===== config.mk =====
export PLATFORM = sky130hd
export DESIGN_NAME = mem_lane_sched_flat
export DESIGN_NICKNAME = d
export VERILOG_FILES = /design/src/rtl/mem_lane_sched_pkg.sv /design/src/rtl/mem_lane_sched_if.sv /design/src/rtl/mem_lane_addr_chk.sv /design/src/rtl/mem_lane_sched.sv /design/src/flat_wrapper.sv
export SDC_FILE = /design/constraint.sdc
export NUM_CORES = 1
export LEC_CHECK = 0
export BUFFER_PORTS_ARGS = -buffer_cell sky130_fd_sc_hd__buf_2
export CAP_MARGIN = 15
export CORE_MARGIN = 2
export CORE_UTILIZATION = 50
export CTS_BUF_LIST = sky130_fd_sc_hd__clkbuf_16
export CTS_CLUSTER_SIZE = 24
export DETAILED_ROUTE_END_ITERATION = 12
export PLACE_DENSITY = 0.73
export SYNTH_ARGS = -nofsm -noshare
export SYNTH_HDL_FRONTEND = slang
export SYNTH_HIERARCHICAL = 1
export SYNTH_SLANG_ARGS = --single-unit

===== constraint.sdc =====
create_clock -name clk -period 9 [get_ports clk]
set_input_delay 1.8 -clock clk [delete_from_list [all_inputs] [get_ports clk]]
set_output_delay 1.8 -clock clk [all_outputs]
set_load 0.01 [all_outputs]

===== src/rtl/mem_lane_sched_pkg.sv =====
// mem_lane_sched_pkg
// Shared types and defaults for the two-lane data-memory access scheduler.
//   sched_state_e : scheduler FSM states (IDLE, ISSUE1, ISSUE2, DONE)
//   lane_req_t    : one captured lane request {req, wr, addr, wdata}
//   DEF_ADDR_BASE / DEF_N_WORDS : default data window
//   OOR_DATA      : load result returned for an out-of-window or misaligned lane
package mem_lane_sched_pkg;

  typedef enum logic [1:0] {
    IDLE   = 2'd0,
    ISSUE1 = 2'd1,
    ISSUE2 = 2'd2,
    DONE   = 2'd3
  } sched_state_e;

  localparam logic [31:0] DEF_ADDR_BASE = 32'h1000_0000;
  localparam int          DEF_N_WORDS   = 4;
  localparam logic [31:0] OOR_DATA      = 32'h0000_0020;

  typedef struct packed {
    logic        req;
    logic        wr;
    logic [31:0] addr;
    logic [31:0] wdata;
  } lane_req_t;

endpackage


===== src/rtl/mem_lane_sched_if.sv =====
// mem_lane_sched_if
// Bundle of all non-clock signals of the scheduler: the two MEM-stage lanes,
// the pipeline stall, the per-lane results and the single data-memory port.
//   modport slave  : the scheduler (consumes lane requests, drives results and memory port)
//   modport master : pipeline + data memory side (drives requests and Dato_Mem_out)
//
// Handshake: a bundle is accepted in the cycle where the scheduler is idle and
// req_1 | req_2 is high; stall then stays high until the result cycle, in which
// rvalid_k pulses for one cycle for every requested lane. Lane inputs presented
// while stall is high are ignored, so the pipeline simply keeps them steady.
interface mem_lane_sched_if;
  logic        req_1, req_2;
  logic        wr_1, wr_2;
  logic [31:0] addr_1, addr_2;
  logic [31:0] wdata_1, wdata_2;
  logic        stall;
  logic        rvalid_1, rvalid_2;
  logic [31:0] rdata_1, rdata_2;
  logic        err_1, err_2;
  logic        Mem_rd_n, Mem_wr_n;
  logic [31:0] Dir_Mem;
  logic [31:0] Dato_Mem_in;
  logic [31:0] Dato_Mem_out;

  modport slave (
    input  req_1, req_2, wr_1, wr_2, addr_1, addr_2, wdata_1, wdata_2, Dato_Mem_out,
    output stall, rvalid_1, rvalid_2, rdata_1, rdata_2, err_1, err_2,
           Mem_rd_n, Mem_wr_n, Dir_Mem, Dato_Mem_in
  );

  modport master (
    output req_1, req_2, wr_1, wr_2, addr_1, addr_2, wdata_1, wdata_2, Dato_Mem_out,
    input  stall, rvalid_1, rvalid_2, rdata_1, rdata_2, err_1, err_2,
           Mem_rd_n, Mem_wr_n, Dir_Mem, Dato_Mem_in
  );
endinterface


===== src/rtl/mem_lane_addr_chk.sv =====
// mem_lane_addr_chk
// Combinational address check for one lane: the access is legal when it is
// word aligned and falls inside [ADDR_BASE, ADDR_BASE + 4*N_WORDS).
//   addr : byte address to check
//   ok   : 1 = legal access
module mem_lane_addr_chk
  import mem_lane_sched_pkg::*;
#(
  parameter logic [31:0] ADDR_BASE = DEF_ADDR_BASE,
  parameter int          N_WORDS   = DEF_N_WORDS
) (
  input  logic [31:0] addr,
  output logic        ok
);
  // Upper bound kept in 33 bits so a window ending at 2^32 does not wrap.
  localparam logic [32:0] WIN_END = {1'b0, ADDR_BASE} + (33'(N_WORDS) << 2);

  assign ok = (addr[1:0] == 2'b00) &&
              (addr >= ADDR_BASE) &&
              ({1'b0, addr} < WIN_END);
endmodule


===== src/rtl/mem_lane_sched.sv =====
// mem_lane_sched
// Two-lane data-memory access scheduler. Accepts one bundle of up to two
// load/store requests while idle and serializes them onto the single memory
// port in program order (lane 1 first), stalling the pipeline until the
// results pulse out together in the DONE cycle.
//   clk, rst_n : clock (rising edge), asynchronous active-low reset
//   bus        : mem_lane_sched_if.slave (lanes, stall, results, memory port)
//   state_dbg  : current FSM state, for observation
// Optional feature: define MEM_LANE_SCHED_FWD_EN to forward lane-1 store data
// to a lane-2 load of the same address, skipping the second memory access.
module mem_lane_sched
  import mem_lane_sched_pkg::*;
#(
  parameter logic [31:0] ADDR_BASE = DEF_ADDR_BASE,
  parameter int          N_WORDS   = DEF_N_WORDS
) (
  input  logic                clk,
  input  logic                rst_n,
  mem_lane_sched_if.slave     bus,
  output sched_state_e        state_dbg
);

  sched_state_e state, state_d;

  lane_req_t in_1, in_2;
  lane_req_t cap_1, cap_2;
  logic      cap_fwd;
  logic      fwd_in;

  logic [31:0] chk_addr_1, chk_addr_2;
  logic        ok_1, ok_2;

  // Issue lane selected for the next cycle's memory access
  lane_req_t iss;
  logic      iss_ok;

  logic        rd_n_q, wr_n_q, rd_n_d, wr_n_d;
  logic [31:0] dir_q, dir_d, dout_q, dout_d;
  logic [31:0] rdata_1_q, rdata_2_q;

  assign in_1 = {bus.req_1, bus.wr_1, bus.addr_1, bus.wdata_1};
  assign in_2 = {bus.req_2, bus.wr_2, bus.addr_2, bus.wdata_2};

  // While idle the checkers look at the incoming bundle; afterwards at the
  // captured one, so ok_k always describes the lane currently being handled.
  assign chk_addr_1 = (state == IDLE) ? in_1.addr : cap_1.addr;
  assign chk_addr_2 = (state == IDLE) ? in_2.addr : cap_2.addr;

  mem_lane_addr_chk #(.ADDR_BASE(ADDR_BASE), .N_WORDS(N_WORDS)) u_chk_1 (
    .addr (chk_addr_1),
    .ok   (ok_1)
  );

  mem_lane_addr_chk #(.ADDR_BASE(ADDR_BASE), .N_WORDS(N_WORDS)) u_chk_2 (
    .addr (chk_addr_2),
    .ok   (ok_2)
  );

`ifdef MEM_LANE_SCHED_FWD_EN
  assign fwd_in = in_1.req && in_1.wr && ok_1 &&
                  in_2.req && !in_2.wr && ok_2 &&
                  (in_1.addr == in_2.addr);
`else
  assign fwd_in = 1'b0;
  // Lane-1 store data is only needed by the forwarding path.
  logic unused_cap_1_wdata;
  assign unused_cap_1_wdata = ^cap_1.wdata;
`endif

  // Next state and the memory-port values that will be registered for it.
  always_comb begin
    state_d = state;
    iss     = '0;
    iss_ok  = 1'b0;
    rd_n_d  = 1'b1;
    wr_n_d  = 1'b1;
    dir_d   = 32'h0;
    dout_d  = dout_q;

    case (state)
      IDLE: begin
        if (in_1.req || in_2.req) state_d = in_1.req ? ISSUE1 : ISSUE2;
      end
      ISSUE1:  state_d = (cap_2.req && !cap_fwd) ? ISSUE2 : DONE;
      ISSUE2:  state_d = DONE;
      DONE:    state_d = IDLE;
      default: state_d = IDLE;
    endcase

    // ISSUE1 is only ever entered from IDLE; ISSUE2 from IDLE (lane-2-only
    // bundle) or from ISSUE1 (captured lane 2).
    if (state_d == ISSUE1) begin
      iss    = in_1;
      iss_ok = ok_1;
    end else if (state_d == ISSUE2) begin
      iss    = (state == IDLE) ? in_2 : cap_2;
      iss_ok = ok_2;
    end

    if (state_d == ISSUE1 || state_d == ISSUE2) begin
      dir_d = iss.addr;
      if (iss_ok) begin
        if (iss.wr) begin
          wr_n_d = 1'b0;
          dout_d = iss.wdata;
        end else begin
          rd_n_d = 1'b0;
        end
      end
    end
  end

  always_ff @(posedge clk or negedge rst_n) begin
    if (!rst_n) begin
      state     <= IDLE;
      cap_1     <= '0;
      cap_2     <= '0;
      cap_fwd   <= 1'b0;
      rd_n_q    <= 1'b1;
      wr_n_q    <= 1'b1;
      dir_q     <= 32'h0;
      dout_q    <= 32'h0;
      rdata_1_q <= 32'h0;
      rdata_2_q <= 32'h0;
    end else begin
      state  <= state_d;
      rd_n_q <= rd_n_d;
      wr_n_q <= wr_n_d;
      dir_q  <= dir_d;
      dout_q <= dout_d;

      if (state == IDLE && (in_1.req || in_2.req)) begin
        cap_1   <= in_1;
        cap_2   <= in_2;
        cap_fwd <= fwd_in;
      end

      // Results are captured at the end of the lane's ISSUE cycle; store
      // lanes leave rdata untouched unless the address was illegal.
      if (state == ISSUE1) begin
        if (!ok_1)           rdata_1_q <= OOR_DATA;
        else if (!cap_1.wr)  rdata_1_q <= bus.Dato_Mem_out;
`ifdef MEM_LANE_SCHED_FWD_EN
        if (cap_fwd)         rdata_2_q <= cap_1.wdata;
`endif
      end

      if (state == ISSUE2) begin
        if (!ok_2)           rdata_2_q <= OOR_DATA;
        else if (!cap_2.wr)  rdata_2_q <= bus.Dato_Mem_out;
      end
    end
  end

  assign bus.stall = (state == IDLE && (in_1.req || in_2.req)) ||
                     (state == ISSUE1) || (state == ISSUE2);

  assign bus.rvalid_1 = (state == DONE) && cap_1.req;
  assign bus.rvalid_2 = (state == DONE) && cap_2.req;
  assign bus.err_1    = bus.rvalid_1 && !ok_1;
  assign bus.err_2    = bus.rvalid_2 && !ok_2;

  assign bus.rdata_1     = rdata_1_q;
  assign bus.rdata_2     = rdata_2_q;
  assign bus.Mem_rd_n    = rd_n_q;
  assign bus.Mem_wr_n    = wr_n_q;
  assign bus.Dir_Mem     = dir_q;
  assign bus.Dato_Mem_in = dout_q;

  assign state_dbg = state;

endmodule


===== src/flat_wrapper.sv =====
// flat-port wrapper written by rule: the top's interface ports become plain ports
module mem_lane_sched_flat import mem_lane_sched_pkg::*;
#(
  parameter logic [31:0] ADDR_BASE = DEF_ADDR_BASE,
  parameter int          N_WORDS   = DEF_N_WORDS
)
  (clk, rst_n, state_dbg, bus_req_1, bus_req_2, bus_wr_1, bus_wr_2, bus_addr_1, bus_addr_2, bus_wdata_1, bus_wdata_2, bus_Dato_Mem_out, bus_stall, bus_rvalid_1, bus_rvalid_2, bus_rdata_1, bus_rdata_2, bus_err_1, bus_err_2, bus_Mem_rd_n, bus_Mem_wr_n, bus_Dir_Mem, bus_Dato_Mem_in);
  mem_lane_sched_if bus_i ();
  input  logic clk;
  input  logic rst_n;
  output sched_state_e state_dbg;
  input wire logic [$bits(bus_i.req_1)-1:0] bus_req_1;
  input wire logic [$bits(bus_i.req_2)-1:0] bus_req_2;
  input wire logic [$bits(bus_i.wr_1)-1:0] bus_wr_1;
  input wire logic [$bits(bus_i.wr_2)-1:0] bus_wr_2;
  input wire logic [$bits(bus_i.addr_1)-1:0] bus_addr_1;
  input wire logic [$bits(bus_i.addr_2)-1:0] bus_addr_2;
  input wire logic [$bits(bus_i.wdata_1)-1:0] bus_wdata_1;
  input wire logic [$bits(bus_i.wdata_2)-1:0] bus_wdata_2;
  input wire logic [$bits(bus_i.Dato_Mem_out)-1:0] bus_Dato_Mem_out;
  output wire logic [$bits(bus_i.stall)-1:0] bus_stall;
  output wire logic [$bits(bus_i.rvalid_1)-1:0] bus_rvalid_1;
  output wire logic [$bits(bus_i.rvalid_2)-1:0] bus_rvalid_2;
  output wire logic [$bits(bus_i.rdata_1)-1:0] bus_rdata_1;
  output wire logic [$bits(bus_i.rdata_2)-1:0] bus_rdata_2;
  output wire logic [$bits(bus_i.err_1)-1:0] bus_err_1;
  output wire logic [$bits(bus_i.err_2)-1:0] bus_err_2;
  output wire logic [$bits(bus_i.Mem_rd_n)-1:0] bus_Mem_rd_n;
  output wire logic [$bits(bus_i.Mem_wr_n)-1:0] bus_Mem_wr_n;
  output wire logic [$bits(bus_i.Dir_Mem)-1:0] bus_Dir_Mem;
  output wire logic [$bits(bus_i.Dato_Mem_in)-1:0] bus_Dato_Mem_in;
  assign bus_i.req_1 = bus_req_1;
  assign bus_i.req_2 = bus_req_2;
  assign bus_i.wr_1 = bus_wr_1;
  assign bus_i.wr_2 = bus_wr_2;
  assign bus_i.addr_1 = bus_addr_1;
  assign bus_i.addr_2 = bus_addr_2;
  assign bus_i.wdata_1 = bus_wdata_1;
  assign bus_i.wdata_2 = bus_wdata_2;
  assign bus_i.Dato_Mem_out = bus_Dato_Mem_out;
  assign bus_stall = bus_i.stall;
  assign bus_rvalid_1 = bus_i.rvalid_1;
  assign bus_rvalid_2 = bus_i.rvalid_2;
  assign bus_rdata_1 = bus_i.rdata_1;
  assign bus_rdata_2 = bus_i.rdata_2;
  assign bus_err_1 = bus_i.err_1;
  assign bus_err_2 = bus_i.err_2;
  assign bus_Mem_rd_n = bus_i.Mem_rd_n;
  assign bus_Mem_wr_n = bus_i.Mem_wr_n;
  assign bus_Dir_Mem = bus_i.Dir_Mem;
  assign bus_Dato_Mem_in = bus_i.Dato_Mem_in;
  mem_lane_sched #(.ADDR_BASE(ADDR_BASE), .N_WORDS(N_WORDS)) u_core (.clk(clk), .rst_n(rst_n), .bus(bus_i), .state_dbg(state_dbg));
endmodule

==> results.cfg <==
[timing]
fmax_ghz = 0.164
finalHoldViolations = 0
worst_slack_ns = 2.90
maxSlewViolCount = 0
clock_skew_ns = 0.00814
worst_pin_slew_ns = 1.18
layout_min_cycle_time_ns = 6.10
rsz0062_at_grt = no
slew_headroom_pct = 21.0
setup-tns-final_ns = 0
fin_crit_sh_pct = 67.8
timing.hold.ws_ns = 0.473
setup_viol = 0

[clock_network]
post-cts-setup-buffers = 0
cts_tree = done
htree_levels = 1
postCtsResizedCells = 0
cts_hold_buf = 0
worstSkewPairLatency_ns = 0.51
numCtsBuffers = 24
clk_pin_slew_worst_paths_ns = 0.06
clk_path_buf_depth = 3
root_buffer = clkbuf_16
clock-sinks = 230

[power]
p_switching_mw = 1.55
p_comb_share_pct = 43.4
ir_worst_vdd_mv = 0.283
internal-power_mw = 2.67
netSwitchingFraction_pct = 36.8
leakagePower_nw = 6.41
sequentialPowerShare_pct = 33.9
power.total_mw = 4.22
power_frac_clock_pct = 22.7
powerDensity_mw_per_mm2 = 325

[worst_setup_path]
crit_path_end_kind = primary output
path_buf_inv = 4
arrival_ns = 4.30
critPathSlowestCell = ha_4
worstPathRequired_ns = 7.20
critPathMaxFanout = 60
cp_common_cell = buf_4
critical_path_class = flop to primary output
worstPathCellList = inv_1, ha_4, buf_4, mux2_2, nor4_1, nand4_1, nor2_2, buf_4, nor2b_1, buf_2
critPathMaxStageDelay_ns = 0.71
critPathTopFamily = buffers and inverters
start_kind = flop

[finish]
drive_gt1_share_pct = 46.6
area_growth_pct = 23.2
final_cell_area_mm2 = 0.0130
final_util_pct = 62.2
layout.nets = 1348
finalNonFillerCells = 1475

[place]
placed_cells = 1425
dp_slack_ns = 3.41
hpwlAfterDp_mm = 18.6
gp_congestion = 0.824
numPortBuffers = 302
dpl-instance-area_mm2 = 0.0122

[die]
die-height_um = 149
top_level_ports = 303
initial_utilization_pct = 50.5
dieArea_mm2 = 0.0223
fp.coreArea_mm2 = 0.0209
core.rowCount = 53
die_w_um = 149

[detailed_routing]
route.detailed.drc = 0
wl_per_cell_um = 18.5
routed_wl_mm = 27.3
ant_nets = 0
vias_per_cell = 5.35
first_iter_violations = 378
vias = 7886
dr.pass1.iters = 5

[job]
drv_cap = 0

[status]
status = completed

[yosys]
syn_avg_cell_area_um2 = 11.7
syn_inst = 899
syn-num-nets = 1071
syn_area_mm2 = 0.0105
ys_warn_count = 6

[global_route]
grt.total_usage_pct = 24.1
grt_max_degree = 90
antenna_found_initial = 8
grt_pass1_vias = 8085
grt-ovfl-total = 0
grt_pass1_wl_mm = 42.8

[hold_path]
hold_path.class = flop to flop
-- routing by layer --
| layer | global-route usage [%] | up-vias | part of all wire [%] |
|---|---|---|---|
| li1 | - | 3681 | - |
| met1 | 29.9 | 3852 | 41 |
| met2 | 40.4 | 284 | 48 |
| met3 | 6.51 | 65 | 7.5 |
| met4 | 9.19 | 4 | 3.3 |
| met5 | 0 | - | 0.099 |
-- worst min-delay path: cells and delay by family, from the launching register on --
kind               cells  cell delay (ns)
DFF                    1             0.34
AOI/OAI and AO/OA      1             0.06
and+or+nand+nor        1             0.05
-- worst paths after layout --
kind | start | to | slack (ns) | cells past startpoint
worst min-delay path | u_core/bus.rdata_1[8]$_DFFE_PN0P_ | u_core/bus.rdata_1[8]$_DFFE_PN0P_ | 0.47 | 2
min in group asynchronous | rst_n | u_core/bus.rdata_2[27]$_DFFE_PN0P_ | 1.29 | 1
worst min register to register | u_core/bus.rdata_1[8]$_DFFE_PN0P_ | u_core/bus.rdata_1[8]$_DFFE_PN0P_ | 0.47 | 2
worst max-delay path | u_core/state_dbg[0]$_DFF_PN0_ | bus_err_2 | 2.90 | 10
worst max register to register | u_core/state_dbg[0]$_DFF_PN0_ | u_core/bus.Dato_Mem_in[1]$_DFFE_PN0P_ | 3.68 | 12
max in group asynchronous | rst_n | u_core/bus.Dato_Mem_in[8]$_DFFE_PN0P_ | 6.22 | 2
-- cell usage in the layout (no fill, tap or decap), types with 2 or more instances in the layout --
master,instances
o21ai_0,97
nor4b_2,2
nor2_2,2
mux2i_1,33
nor2_1,35
a21oi_1,2
and2_1,3
inv_1,12
dfrtp_1,228
diode_2,6
clkinv_2,7
mux2_4,29
nor4_1,8
nand4_1,4
clkinv_1,4
ha_1,4
mux2_2,161
nor4_2,4
buf_4,12
nand2_1,166
nor2b_1,4
dfstp_2,2
a22oi_1,32
a21o_1,2
buf_2,301
bufinv_16,2
clkbuf_16,25
-- power groups by stage --
| stage | Clock [mW] | Sequential, mW | Combinational [mW] |
|---|---|---|---|
| after global placement | 0 | 1.43 | 1.81 |
| after floorplan | 0 | 1.43 | 1.38 |
| after global routing | 1.02 | 1.46 | 2.01 |
| after detailed placement | 0 | 1.45 | 1.84 |
| after CTS | 0.979 | 1.43 | 1.84 |
| final | 0.956 | 1.43 | 1.83 |
-- cell type report --
class	instances	area, um^2
Multi-Input combinational cell	600	4480
Fill cell	1734	7900
Clock buffer	25	626
Timing Repair Buffer	314	1610
Sequential cell	230	5760
Inverter	6	22.5
Antenna cell	6	15.0
Clock inverter	19	133
Tap cell	275	344
-- sequential cells by signal (all words and copies together), names as in the netlist --
signal / count
u_core/bus.Dato_Mem_in: 32
u_core/bus.Mem_wr_n: 1
u_core/state_dbg: 2
u_core/bus.Mem_rd_n: 1
u_core/bus.rdata_1: 32
u_core/bus.rdata_2: 32
u_core/cap_1: 32
u_core/cap_2: 66
u_core/bus.Dir_Mem: 32
No activity file was read; power rests on OpenSTA's default activity.
